$ cat config.mk
export PLATFORM = sky130hd
export DESIGN_NAME = cache_2way_wb_flat
export DESIGN_NICKNAME = d
export VERILOG_FILES = /design/src/rtl/cache_2way_wb_if.sv /design/src/rtl/cache_2way_wb.sv /design/src/flat_wrapper.sv
export SDC_FILE = /design/constraint.sdc
export NUM_CORES = 2
export LEC_CHECK = 0
export BUFFER_PORTS_ARGS = -buffer_cell sky130_fd_sc_hd__buf_2
export CELL_PAD_IN_SITES_DETAIL_PLACEMENT = 0
export CELL_PAD_IN_SITES_GLOBAL_PLACEMENT = 2
export CORE_MARGIN = 2
export CORE_UTILIZATION = 43
export CTS_CLUSTER_DIAMETER = 100
export CTS_CLUSTER_SIZE = 14
export DETAILED_ROUTE_END_ITERATION = 6
export PLACE_DENSITY_LB_ADDON = 0.08
export SYNTH_ARGS = -nofsm -noshare
export SYNTH_HDL_FRONTEND = slang
export SYNTH_SLANG_ARGS = --single-unit
$ cat constraint.sdc
create_clock -name clk -period 9.55 [get_ports clk]
set_input_delay 0.4775 -clock clk [delete_from_list [all_inputs] [get_ports clk]]
set_output_delay 0.4775 -clock clk [all_outputs]
set_load 0.02 [all_outputs]
$ cat src/rtl/cache_2way_wb_if.sv
// Processor-side request bus plus block-wide memory bus of the 2-way write-back cache.
// Latency: none (wiring only).
// Backpressure: proc_stall holds the processor; mem_ready completes a memory request.
interface cache_2way_wb_if #(
    parameter int ADDR_W    = 30,
    parameter int WORD_BITS = 2
);
    localparam int BLK_W   = 32 << WORD_BITS;
    localparam int MADDR_W = ADDR_W - WORD_BITS;

    logic                proc_read;
    logic                proc_write;
    logic [ADDR_W-1:0]   proc_addr;
    logic [31:0]         proc_wdata;
    logic                proc_stall;
    logic [31:0]         proc_rdata;
    logic                mem_read;
    logic                mem_write;
    logic [MADDR_W-1:0]  mem_addr;
    logic [BLK_W-1:0]    mem_wdata;
    logic [BLK_W-1:0]    mem_rdata;
    logic                mem_ready;

    // Cache side: serves the processor, drives the memory request.
    modport slave (
        input  proc_read, proc_write, proc_addr, proc_wdata, mem_rdata, mem_ready,
        output proc_stall, proc_rdata, mem_read, mem_write, mem_addr, mem_wdata
    );

    // Environment side: processor and memory.
    modport master (
        output proc_read, proc_write, proc_addr, proc_wdata, mem_rdata, mem_ready,
        input  proc_stall, proc_rdata, mem_read, mem_write, mem_addr, mem_wdata
    );
endinterface

$ cat src/rtl/cache_2way_wb.sv
// 2-way set-associative write-back, write-allocate data cache with LRU replacement.
// Latency: hits complete combinationally (0 wait cycles); misses stall through WRITEBACK/ALLOCATE.
// Backpressure: proc_stall high until the request completes; memory transfers wait for mem_ready.
module cache_2way_wb #(
    parameter int ADDR_W    = 30,
    parameter int SET_BITS  = 2,
    parameter int WORD_BITS = 2
) (
    input  logic            clk,
    input  logic            proc_reset,
    cache_2way_wb_if.slave  bus
);
    localparam int TAG_W   = ADDR_W - SET_BITS - WORD_BITS;
    localparam int BLK_W   = 32 << WORD_BITS;
    localparam int MADDR_W = ADDR_W - WORD_BITS;
    localparam int SETS    = 1 << SET_BITS;

    typedef enum logic [1:0] {COMPARE = 2'd0, WRITEBACK = 2'd1, ALLOCATE = 2'd2} state_t;

    state_t                state, state_nxt;
    logic [BLK_W-1:0]      data_arr [2][SETS];
    logic [TAG_W-1:0]      tag_arr  [2][SETS];
    logic [SETS-1:0]       valid    [2];
    logic [SETS-1:0]       dirty    [2];
    logic [SETS-1:0]       lru;         // per set: index of the least recently used way
    logic                  victim_way;

    logic                  mem_read_q, mem_write_q;
    logic [MADDR_W-1:0]    mem_addr_q;
    logic [BLK_W-1:0]      mem_wdata_q;

    logic [TAG_W-1:0]      req_tag;
    logic [SET_BITS-1:0]   req_set;
    logic [WORD_BITS-1:0]  req_word;
    logic                  req, is_write;
    logic [1:0]            hit_w;
    logic                  hit, hit_way, victim_c, victim_dirty_c;
    logic [BLK_W-1:0]      hit_blk, wr_blk;

    assign req_tag  = bus.proc_addr[ADDR_W-1 -: TAG_W];
    assign req_set  = bus.proc_addr[WORD_BITS +: SET_BITS];
    assign req_word = bus.proc_addr[WORD_BITS-1:0];
    assign req      = bus.proc_read | bus.proc_write;
    assign is_write = bus.proc_write;   // read+write together behaves as a write

    assign bus.mem_read  = mem_read_q;
    assign bus.mem_write = mem_write_q;
    assign bus.mem_addr  = mem_addr_q;
    assign bus.mem_wdata = mem_wdata_q;

    // Tag lookup, victim choice and processor-side responses.
    always_comb begin
        hit_w[0]       = valid[0][req_set] && (tag_arr[0][req_set] == req_tag);
        hit_w[1]       = valid[1][req_set] && (tag_arr[1][req_set] == req_tag);
        hit            = (state == COMPARE) && req && (hit_w != 2'b00);
        hit_way        = !hit_w[0];
        // First invalid way (way0 preferred), else the LRU way.
        if (!valid[0][req_set])      victim_c = 1'b0;
        else if (!valid[1][req_set]) victim_c = 1'b1;
        else                         victim_c = lru[req_set];
        victim_dirty_c = valid[victim_c][req_set] && dirty[victim_c][req_set];
        hit_blk        = data_arr[hit_way][req_set];
        wr_blk         = hit_blk;
        wr_blk[{req_word, 5'd0} +: 32] = bus.proc_wdata;
        bus.proc_stall = req && !hit;
        bus.proc_rdata = (hit && !is_write) ? hit_blk[{req_word, 5'd0} +: 32] : 32'd0;
    end

    // Miss FSM next-state logic.
    always_comb begin
        state_nxt = state;
        case (state)
            COMPARE:   if (req && !hit) state_nxt = victim_dirty_c ? WRITEBACK : ALLOCATE;
            WRITEBACK: if (bus.mem_ready) state_nxt = ALLOCATE;
            ALLOCATE:  if (bus.mem_ready) state_nxt = COMPARE;
            default:   state_nxt = COMPARE;
        endcase
    end

    // Miss FSM state register.
    always_ff @(posedge clk) begin
        if (proc_reset) state <= COMPARE;
        else            state <= state_nxt;
    end

    // Line status bits, LRU and registered memory handshake.
    always_ff @(posedge clk) begin
        if (proc_reset) begin
            valid[0]    <= '0;
            valid[1]    <= '0;
            dirty[0]    <= '0;
            dirty[1]    <= '0;
            lru         <= '0;
            victim_way  <= 1'b0;
            mem_read_q  <= 1'b0;
            mem_write_q <= 1'b0;
            mem_addr_q  <= '0;
            mem_wdata_q <= '0;
        end else begin
            case (state)
                COMPARE: begin
                    if (hit) begin
                        lru[req_set] <= ~hit_way;
                        if (is_write) dirty[hit_way][req_set] <= 1'b1;
                    end else if (req) begin
                        victim_way <= victim_c;
                        if (victim_dirty_c) begin
                            mem_write_q <= 1'b1;
                            mem_addr_q  <= {tag_arr[victim_c][req_set], req_set};
                            mem_wdata_q <= data_arr[victim_c][req_set];
                        end else begin
                            mem_read_q <= 1'b1;
                            mem_addr_q <= bus.proc_addr[ADDR_W-1:WORD_BITS];
                        end
                    end
                end
                WRITEBACK: begin
                    // Hand straight over to the fill without an idle cycle.
                    if (bus.mem_ready) begin
                        dirty[victim_way][req_set] <= 1'b0;
                        mem_write_q <= 1'b0;
                        mem_read_q  <= 1'b1;
                        mem_addr_q  <= bus.proc_addr[ADDR_W-1:WORD_BITS];
                    end
                end
                ALLOCATE: begin
                    if (bus.mem_ready) begin
                        valid[victim_way][req_set] <= 1'b1;
                        dirty[victim_way][req_set] <= 1'b0;
                        mem_read_q <= 1'b0;
                    end
                end
                default: ;
            endcase
        end
    end

    // Data and tag arrays: write hits and fills; contents survive reset.
    always_ff @(posedge clk) begin
        if (!proc_reset) begin
            if (hit && is_write)
                data_arr[hit_way][req_set] <= wr_blk;
            if (state == ALLOCATE && bus.mem_ready) begin
                data_arr[victim_way][req_set] <= bus.mem_rdata;
                tag_arr[victim_way][req_set]  <= req_tag;
            end
        end
    end
endmodule

$ cat src/flat_wrapper.sv
// flat-port wrapper written by rule: the top's interface ports become plain ports
module cache_2way_wb_flat 
#(
    parameter int ADDR_W    = 30,
    parameter int SET_BITS  = 2,
    parameter int WORD_BITS = 2
)
  (clk, proc_reset, bus_proc_read, bus_proc_write, bus_proc_addr, bus_proc_wdata, bus_mem_rdata, bus_mem_ready, bus_proc_stall, bus_proc_rdata, bus_mem_read, bus_mem_write, bus_mem_addr, bus_mem_wdata);
  cache_2way_wb_if #(.ADDR_W(ADDR_W), .WORD_BITS(WORD_BITS)) bus_i ();
  input  logic clk;
  input  logic proc_reset;
  input wire logic [$bits(bus_i.proc_read)-1:0] bus_proc_read;
  input wire logic [$bits(bus_i.proc_write)-1:0] bus_proc_write;
  input wire logic [$bits(bus_i.proc_addr)-1:0] bus_proc_addr;
  input wire logic [$bits(bus_i.proc_wdata)-1:0] bus_proc_wdata;
  input wire logic [$bits(bus_i.mem_rdata)-1:0] bus_mem_rdata;
  input wire logic [$bits(bus_i.mem_ready)-1:0] bus_mem_ready;
  output wire logic [$bits(bus_i.proc_stall)-1:0] bus_proc_stall;
  output wire logic [$bits(bus_i.proc_rdata)-1:0] bus_proc_rdata;
  output wire logic [$bits(bus_i.mem_read)-1:0] bus_mem_read;
  output wire logic [$bits(bus_i.mem_write)-1:0] bus_mem_write;
  output wire logic [$bits(bus_i.mem_addr)-1:0] bus_mem_addr;
  output wire logic [$bits(bus_i.mem_wdata)-1:0] bus_mem_wdata;
  assign bus_i.proc_read = bus_proc_read;
  assign bus_i.proc_write = bus_proc_write;
  assign bus_i.proc_addr = bus_proc_addr;
  assign bus_i.proc_wdata = bus_proc_wdata;
  assign bus_i.mem_rdata = bus_mem_rdata;
  assign bus_i.mem_ready = bus_mem_ready;
  assign bus_proc_stall = bus_i.proc_stall;
  assign bus_proc_rdata = bus_i.proc_rdata;
  assign bus_mem_read = bus_i.mem_read;
  assign bus_mem_write = bus_i.mem_write;
  assign bus_mem_addr = bus_i.mem_addr;
  assign bus_mem_wdata = bus_i.mem_wdata;
  cache_2way_wb #(.ADDR_W(ADDR_W), .SET_BITS(SET_BITS), .WORD_BITS(WORD_BITS)) u_core (.clk(clk), .proc_reset(proc_reset), .bus(bus_i));
endmodule
==> flow_summary.json <==
{
  "io_pins": 386,
  "ctsHoldBuffers": 0,
  "startpoint_type": "primary input",
  "cpLargestDelayFamily": "buffers and inverters",
  "synth-seq-area-share_pct": 62.62,
  "ys_ff_latch": 1413,
  "first_pass_iters": 6,
  "synth_ff_type": "edfxtp_1",
  "initial_core_util_pct": 43.34,
  "swShare_pct": 26.16,
  "placementRows": 142,
  "slew_violations": 0,
  "pre_cts_slack_ns": 2.706,
  "final_core_util_pct": 48.18,
  "p_leak_nw": 24.16,
  "numCtsBuffers": 111,
  "cts_tree": "done",
  "nNetsFinal": 5571,
  "core_mm2": 0.1500,
  "die_h_um": 392.8,
  "r2r_end": "u_core.data_arr[0][131]$_DFFE_PP_",
  "postCtsSetupRepairBufs": 0,
  "cts_root_buf": "clkbuf_16",
  "hp-class": "in -> reg",
  "relSlewSlack_pct": 7.579,
  "via_per_inst": 6.188,
  "switchingPower_w": 0.003369,
  "post-route-period-util_pct": 72.29,
  "io_buffers": 385,
  "cts_resized": 0,
  "crit_type": "in -> out",
  "drtIter0Drc": 5117,
  "pwr-share-seq_pct": 54.0,
  "max-cap-violations": 0,
  "final.setup.tns_ns": 0,
  "hold-path-endpoint": "u_core.tag_arr[1][95]$_DFFE_PP_",
  "cp_slowest_stage_delay_ns": 0.86,
  "min_from": "bus_proc_addr[21]",
  "worst_slack_ns": 2.646,
  "outcome": "finished clean",
  "dp_hpwl_um": 148600,
  "critPathArrivalTime_ns": 6.43,
  "yosysMostFrequentCell": "edfxtp_1",
  "grtUsageMet3_pct": 6.338,
  "grt-busiest-layer": "met2",
  "whs_path_depth": 1,
  "timing.fmax_ghz": 0.1448,
  "die_area_mm2": 0.1543,
  "clk_pin_slew_ns": 0.07,
  "worstMarginPinSlew_ns": 1.374,
  "final_hold_viol_count": 0,
  "internal_power_w": 0.009509,
  "gr-usage-met2_pct": 45.89,
  "crit_fanout": 77,
  "antenna_found_initial": 21,
  "syn_to_final_growth_pct": 11.15,
  "die_w_um": 392.8,
  "wirelength_um": 239500,
  "period_minus_slack_ns": 6.904,
  "grt_use_total_pct": 30.60,
  "path_cells": "buf_8, buf_4, mux4_2, xnor2_1, and4_1, and4_4, buf_4, mux4_2, mux2i_1, o2111ai_1, buf_2",
  "clock_sinks": 1413,
  "use_met1_pct": 43.77,
  "vias": 46340,
  "critPathSlowestCell": "mux2i_1",
  "grt-ovfl-total": 0,
  "clkPwrFrac_pct": 34.7,
  "reg2reg_from": "u_core.tag_arr[0][2]$_DFFE_PP_",
  "powerDensity_mw_per_mm2": 178.3,
  "yosysTopAreaCell": "edfxtp_1",
  "end_kind": "output pin",
  "syn_inst": 5166,
  "synthTopCellsByCount": "1240 x edfxtp_1, 1169 x nand2_1, 657 x a21oi_1, 308 x nor2_1, 299 x mux4_2",
  "syn-num-nets": 5369,
  "synth_area_mm2": 0.06499,
  "r2r_cells": 9,
  "design_area_mm2": 0.07224,
  "synth-edff-count": 1240,
  "pwr-share-comb_pct": 11.3,
  "rsz0062_at_grt": "false",
  "wire_per_inst_um": 31.99,
  "syn_area_per_cell_um2": 12.58,
  "grt_max_degree": 201,
  "synth_area_leaders": "edfxtp_1 57%, mux4_2 10%, nand2_1 6.8%",
  "postRouteAntennaNets": 0,
  "finClkSkew_ns": 0.03183,
  "grt_pass1_wl_um": 333800,
  "synth_top_cell_area_share_pct": 57.29,
  "drive_above_1_share_pct": 18.36,
  "rrSetupSlack_ns": 3.96,
  "cts_max_level": 3,
  "whs_ns": 0.07137,
  "clock_path_buffers": 3,
  "drc": 0,
  "ys_warn_count": 0,
  "clk_latency_ns": 0.75,
  "first_global_vias": 44620,
  "finalSetupViolCount": 0,
  "ys_types": 65,
  "async_reset_ff_share_pct": 0,
  "cp.required_ns": 9.07,
  "peakVddDrop_mv": 0.1877,
  "routabilityCongestion": 0.8542,
  "critPathBufInv": 4,
  "dpl_cell_area_mm2": 0.06899
}
==> cells by family (layout without fill, tap and decap cells) <==
kind of cell	Yosys count	in the layout	synth area share [%]
buf+inv	416	714	2.716
fa+ha+maj	8	8	0.1540
flops	1413	1413	62.62
other cells	0	8	0
xor+xnor	49	49	0.7065
mux	456	456	12.86
compound gates	1081	1081	9.826
simple gates	1743	1743	11.12
==> power by group through the flow <==
stage	Clock (W)	Combinational (W)	Sequential, W
final	0.00447	0.00146	0.00695
after global placement	0	0.00145	0.00708
after detailed placement	0	0.00146	0.00709
after CTS	0.00455	0.00146	0.00695
after global routing	0.00477	0.00155	0.00696
after floorplan	0	0.000743	0.00715
==> registers in the layout (all words and copies together), names as in the netlist <==
register	flops
u_core.data_arr	1024
u_core.dirty	8
u_core.bus.mem_addr	28
u_core.lru	4
u_core.bus.mem_read	1
u_core.victim_way	1
u_core.bus.mem_write	1
u_core.tag_arr	208
u_core.state	2
u_core.valid	8
u_core.bus.mem_wdata	128
==> layout make-up <==
class | count | area (µm²)
diodes | 8 | 20.02
clock buffers | 200 | 3122
clock inverters | 9 | 107.6
fillers | 13700 | 77710
inverters | 20 | 75.07
multi-input cells | 3337 | 22780
flip-flops and latches | 1413 | 40700
well taps | 2016 | 2522
repair buffers | 485 | 2919
==> cell usage in the layout (no fill, tap or decap), types with 20 or more instances in the layout <==
master     Yosys  routed
edfxtp_1    1240    1240
nand2_1     1169    1164
a21oi_1      657     656
buf_2         49     382
mux4_2       299     299
nor2_1       308     290
dfxtp_1      173     173
a211oi_1     135     135
nor4_1       132     121
mux2i_1      118     115
clkbuf_16      0     111
a22oi_1       93      93
clkbuf_1     272      88
buf_4          7      83
o21ai_0       70      70
mux2_2        38      38
nand3_1       34      34
xnor2_1       33      33
nand2b_1      35      33
o211ai_1      30      30
o2111ai_1     29      29
a211o_1       28      28
inv_1         20      20
==> worst max-delay path by stage <==
stage,from,end,slack [ns],cells after the start
2_1_floorplan,bus_proc_addr[3],u_core.data_arr[1][0]$_DFFE_PP_,0.75,13
3_3_place_gp,bus_proc_addr[3],u_core.data_arr[1][47]$_DFFE_PP_,2.67,12
3_5_place_dp,bus_proc_addr[3],u_core.data_arr[1][60]$_DFFE_PP_,2.71,12
4_1_cts,bus_proc_addr[3],bus_proc_rdata[3],2.83,11
5_1_grt,bus_proc_addr[3],bus_proc_rdata[3],2.57,11
6_report,bus_proc_addr[3],bus_proc_rdata[3],2.65,11
==> metal layers <==
metal | wire [µm] | part of all wire (%)
met1 | 100100 | 42
met2 | 106300 | 44
met3 | 23540 | 9.8
met4 | 9423 | 3.9
met5 | 168 | 0.070
==> worst register-to-register path, delay by kind of cell, from the launching register on <==
| kind | cells | cell delay [ns] |
|---|---|---|
| compound gates | 1 | 0.54 |
| simple gates | 3 | 1.30 |
| flops | 1 | 0.37 |
| xor+xnor | 1 | 0.30 |
| buf+inv | 1 | 0.69 |
| mux | 3 | 1.99 |
==> per-stage QoR <==
stage / total power [W] / instances
after floorplan: 0.007888 / 5166
after global placement: 0.008531 / 7271
after detailed placement: 0.008541 / 7271
after CTS: 0.01296 / 7480
after global routing: 0.01328 / 7480
final: 0.01288 / 7488
Power figures use the tool's default switching activity.
